**config.mk**
```make
export PLATFORM = sky130hd
export DESIGN_NAME = aes_sbox_scheduler
export DESIGN_NICKNAME = d
export VERILOG_FILES = /design/src/rtl/aes_sbox_scheduler.sv
export SDC_FILE = /design/constraint.sdc
export NUM_CORES = 1
export LEC_CHECK = 0
export ABC_AREA = 1
export CORE_MARGIN = 5
export CORE_UTILIZATION = 51
export CTS_CLUSTER_DIAMETER = 40
export DETAILED_ROUTE_END_ITERATION = 10
export GPL_ROUTABILITY_DRIVEN = 1
export GPL_TIMING_DRIVEN = 1
export PLACE_DENSITY = 0.93
export SKIP_CTS_REPAIR_TIMING = 1
export SYNTH_ARGS = -nofsm -noshare
export SYNTH_HDL_FRONTEND = slang
export SYNTH_SLANG_ARGS = --single-unit
```
**constraint.sdc**
```tcl
create_clock -name clk -period 18.6 [get_ports clk]
set_clock_uncertainty 0.05 [all_clocks]
set_input_delay 4.65 -clock clk [delete_from_list [all_inputs] [get_ports clk]]
set_output_delay 4.65 -clock clk [all_outputs]
set_load 0.1 [all_outputs]
```
**src/rtl/aes_sbox_scheduler.sv**
```systemverilog
// Shares one 32-bit S-box bank between a 4-beat SubBytes state path and a 1-beat SubWord key path.
// Optional AES_SBOX_SCHED_STATS_EN adds a saturating key pre-emption counter output (preempt_cnt).
module aes_sbox_scheduler #(
  parameter bit KEY_PRIO = 1'b1
) (
  input  logic         clk,
  input  logic         rst,
  input  logic         st_req_valid,
  output logic         st_req_ready,
  input  logic [127:0] st_req_data,
  output logic         st_rsp_valid,
  input  logic         st_rsp_ready,
  output logic [127:0] st_rsp_data,
  input  logic         kw_req_valid,
  output logic         kw_req_ready,
  input  logic [31:0]  kw_req_data,
  output logic         kw_rsp_valid,
  output logic [31:0]  kw_rsp_data,
  output logic [31:0]  sb_in,
  input  logic [31:0]  sb_out,
`ifdef AES_SBOX_SCHED_STATS_EN
  output logic [15:0]  preempt_cnt,
`endif
  output logic         busy
);

  typedef enum logic [1:0] {IDLE, RUN, DONE} state_e;

  state_e          state_q, state_d;
  logic [1:0]      beat_q, beat_d;
  logic [3:0][31:0] st_in_q, st_in_d;
  logic [3:0][31:0] res_q, res_d;
  logic            kw_vld_q, kw_vld_d;
  logic [31:0]     kw_dat_q, kw_dat_d;
  logic            kgrant_q;
  logic            kw_grant;
  logic            beat_en;

  always_comb begin
    state_d      = state_q;
    beat_d       = beat_q;
    st_in_d      = st_in_q;
    res_d        = res_q;
    kw_dat_d     = kw_dat_q;
    st_req_ready = 1'b0;
    kw_req_ready = 1'b0;
    sb_in        = '0;

    case (state_q)
      IDLE: begin
        st_req_ready = 1'b1;
        kw_req_ready = 1'b1;
        if (st_req_valid) begin
          st_in_d = st_req_data;
          beat_d  = 2'd0;
          state_d = RUN;
        end
      end
      RUN:  kw_req_ready = KEY_PRIO & ~kgrant_q;
      DONE: begin
        kw_req_ready = 1'b1;
        if (st_rsp_ready) state_d = IDLE;
      end
      default: state_d = IDLE;
    endcase

    // A key grant owns the bank for the cycle; the state beat simply stalls.
    kw_grant = kw_req_valid & kw_req_ready;
    beat_en  = (state_q == RUN) & ~kw_grant;
    kw_vld_d = kw_grant;

    if (kw_grant) begin
      sb_in    = kw_req_data;
      kw_dat_d = sb_out;
    end else if (beat_en) begin
      sb_in                 = st_in_q[2'd3 - beat_q];
      res_d[2'd3 - beat_q]  = sb_out;
      beat_d                = beat_q + 2'd1;
      if (beat_q == 2'd3) state_d = DONE;
    end
  end

  always_ff @(posedge clk or posedge rst) begin
    if (rst) begin
      state_q  <= IDLE;
      beat_q   <= '0;
      st_in_q  <= '0;
      res_q    <= '0;
      kw_vld_q <= 1'b0;
      kw_dat_q <= '0;
      kgrant_q <= 1'b0;
    end else begin
      state_q  <= state_d;
      beat_q   <= beat_d;
      st_in_q  <= st_in_d;
      res_q    <= res_d;
      kw_vld_q <= kw_vld_d;
      kw_dat_q <= kw_dat_d;
      kgrant_q <= kw_grant;
    end
  end

`ifdef AES_SBOX_SCHED_STATS_EN
  logic [15:0] pcnt_q;

  always_ff @(posedge clk or posedge rst) begin
    if (rst) begin
      pcnt_q <= '0;
    end else if (kw_grant && (state_q == RUN) && (pcnt_q != 16'hFFFF)) begin
      pcnt_q <= pcnt_q + 16'd1;
    end
  end

  assign preempt_cnt = pcnt_q;
`endif

  assign st_rsp_valid = (state_q == DONE);
  assign st_rsp_data  = res_q;
  assign kw_rsp_valid = kw_vld_q;
  assign kw_rsp_data  = kw_dat_q;
  assign busy         = (state_q != IDLE);

endmodule
```
==> parameters.txt <==
Parameter                              Value

Status
  Run status    complete, no violations

Detailed routing
  Post-route ant nets    0
  Post-detailed-route DRC marker count    0
  Total iterations of the first detailed-routing run    6
  Vias/cell    5.70
  Number of vias after detailed routing    13000
  Average wire per cell in the routed design    19.4 µm
  Violation count after the first detailed-route iteration    1826
  Total wire length after detailed routing    44.3 mm

Placed design
  RD Place Congestion    0.856
  Port-buffer cells    393
  Half-perimeter wire length of the detailed placement result    about 29 mm

STA
  Number of max-slew violations in the final report    0
  Actual slew at the worst max-slew pin    1140 ps
  Final count of negative-setup-slack endpoints    0
  Crit path time final    13090 ps
  Share of the clock period used by the worst path after layout    70.4%
  Hold WS    between 400 and 500 ps
  Rel. slew slack    23.6%
  Unrepaired setup endpoints after global routing    false
  Final setup TNS    0 ps
  Hold violation count in the final report    0
  Maximum achievable frequency    76.4 MHz

Die
  Horizontal die dimension    169 µm
  Core outline area    25000 µm²
  Initial cell density of the core    between 50 and 60%
  Die Area    28400 µm²
  Y dimension of the die    169 µm
  Number of standard-cell rows in the floorplan    58
  I/O pin cnt    between 300 and 400

Worst setup path
  Reg2reg setup slack    approximately 15000 ps
  CP required    between 10000 and 15000 ps
  Category of the critical setup timing path    in2out
  Origin of the critical flop-to-flop path    state_q[1]
  Worst setup path start    kw_req_valid
  Critical register-to-register path endpoint    st_in_q[122]
  WP data arrival    8390 ps
  Worst setup path endpoint    sb_in[15]
  Worst setup SP type    primary input
  Endpoint class of the critical path    output port
  Worst reg2reg path depth    7
  Largest fanout of any net on the critical path    85

Logic synthesis
  Portion of the post-synthesis area used by sequential elements    between 50% and 60%
  Async SR Flop Fraction    100%
  Main synth FF type    dfrtp_1
  Avg Inst Size Synth    8.03 µm²
  Count of state elements after synthesis    293
  Syn Inst Count    around 1600
  Top area cells in the synthesized netlist    dfrtp_1 57%, nand2_1 27%, nand4_1 6.2%, nand3_1 2.8%, buf_2 2.5%
  Leading cell type by number of instances after synthesis    nand2_1
  Most common library cells after synthesis    931 x nand2_1, 293 x dfrtp_1, 128 x nand4_1
  Distinct cell type count of the synthesized netlist    22
  Count of synthesis-stage warnings from yosys    0
  Library cell with the largest summed area after synthesis    dfrtp_1
  Synthesized Nets    1799
  Share of Yosys cell area claimed by the top area cell type    ~57%
  Number of flops mapped to enable cells by yosys    0
  Post-synthesis instance area    12800 µm²

Finish
  Net count of the finished layout    2131
  Number of filler instances in the final layout    1684
  Footprint of the flip-flops and latches    ~7300 µm²
  Fraction of layout cells with a size suffix above 1    4.49%
  Multi-input gate area    4940 µm²
  Ant. Diodes    0
  Layout overhead on the synthesized area    40.7%

CTS
  Buffers from clock root to sink, at most    3
  Number of CTS-inserted buffers    37
  Cell at the root of the clock tree    clkbuf_16
  # H-tree levels    2
  Source-to-sink clock delay at the later pin of the worst-skew pair    around 510 ps
  Clock tree from TritonCTS    built
  Clock sink count    293
  Clock transition at the registers of the reported paths    60 ps

Min path
  Hold Crit Class    reg2reg

GRT
  Total routing usage reported by global routing    30.3%
  Vias in the first global route    13100
  Global-route wire length before repair    69.1 mm
  Initial antenna violation count    0
  Total congestion overflow after global routing    0
  Pin count of the biggest net entering global routing    140

Run
  Max-cap violation count    0
-- how the worst min path moves through the flow --
stage                                start          endpoint  slack, ps  depth (start not counted)
after floorplan                st_in_q[64]       st_in_q[64]        390                          2
after global placement    st_rsp_data[109]  st_rsp_data[109]        400                          2
after detailed placement    st_rsp_data[3]    st_rsp_data[3]        410                          2
after CTS                   st_rsp_data[3]    st_rsp_data[3]        420                          2
after global routing       st_rsp_data[50]   st_rsp_data[50]        430                          2
final                          st_in_q[26]       st_in_q[26]        420                          2
-- kinds of logic (layout without fill, tap and decap cells) --
family          Yosys count  after routing  synth area share [%]
simple gates           1137           1137                  36.6
fa+ha+maj                 4              4                 0.390
flops                   293            293                  57.1
buf+inv                 129            489                  4.51
compound gates           35             35                  1.39
-- layer usage --
layer | share of wire [%] | wire (µm) | up-vias | global-route usage [%]
met5 | 0 | 0 | - | 0
met4 | 6.0 | 2670 | 0 | 15.1
met2 | 49 | 21500 | 840 | 51.6
met3 | 10 | 4430 | 183 | 6.61
li1 | - | - | 5770 | -
met1 | 35 | 15700 | 6239 | 36.4
-- registers in the layout, indices dropped and copies added (netlist names) --
| signal | count |
|---|---|
| kw_rsp_data | 32 |
| st_in_q | 128 |
| st_rsp_data | 128 |
| state_q | 2 |
| kgrant_q | 1 |
| beat_q | 2 |
-- final cells by class --
| class | instances | area share [%] |
|---|---|---|
| sequential | 293 | 40.6 |
| inverter | 10 | 0.256 |
| timing repair buffer | 412 | 22.6 |
| clock inverter | 17 | 1.25 |
| tap | 330 | 2.29 |
| multi-input combinational | 1176 | 27.3 |
| clock buffer | 50 | 5.74 |
-- placed cells by master (no fill, tap or decap), drive strengths merged --
| master | n |
|---|---|
| and2 | 1 |
| o21ai | 34 |
| nor2 | 4 |
| clkdlybuf4s50 | 393 |
| clkbuf | 50 |
| buf | 19 |
| clkinvlp | 4 |
| dfrtp | 293 |
| bufinv | 4 |
| ha | 4 |
| nand2 | 932 |
| a21oi | 1 |
| clkinv | 6 |
| inv | 13 |
| nand4 | 128 |
| nand3 | 72 |
-- stage by stage --
stage	util, %	cell area [µm²]	worst slack [ps]	instances
floorplan	-	12800	5810	1598
global placement	67.3	16800	5560	2221
detailed placement	67.3	16800	5490	2221
CTS	72.4	18100	5470	2288
global route	72.4	18100	5260	2288
finish	72.4	18100	5510	2288
-- worst max-delay path: stages --
cell	delay, ps
clkdlybuf4s50_1	450
nand2_4	630
nand2_1	920
o21ai_0	480
clkdlybuf4s50_1	1210
Power is left out: the tool's default activity adds up to more than one toggle a clock period on the data nets, which glitch-free logic cannot reach.
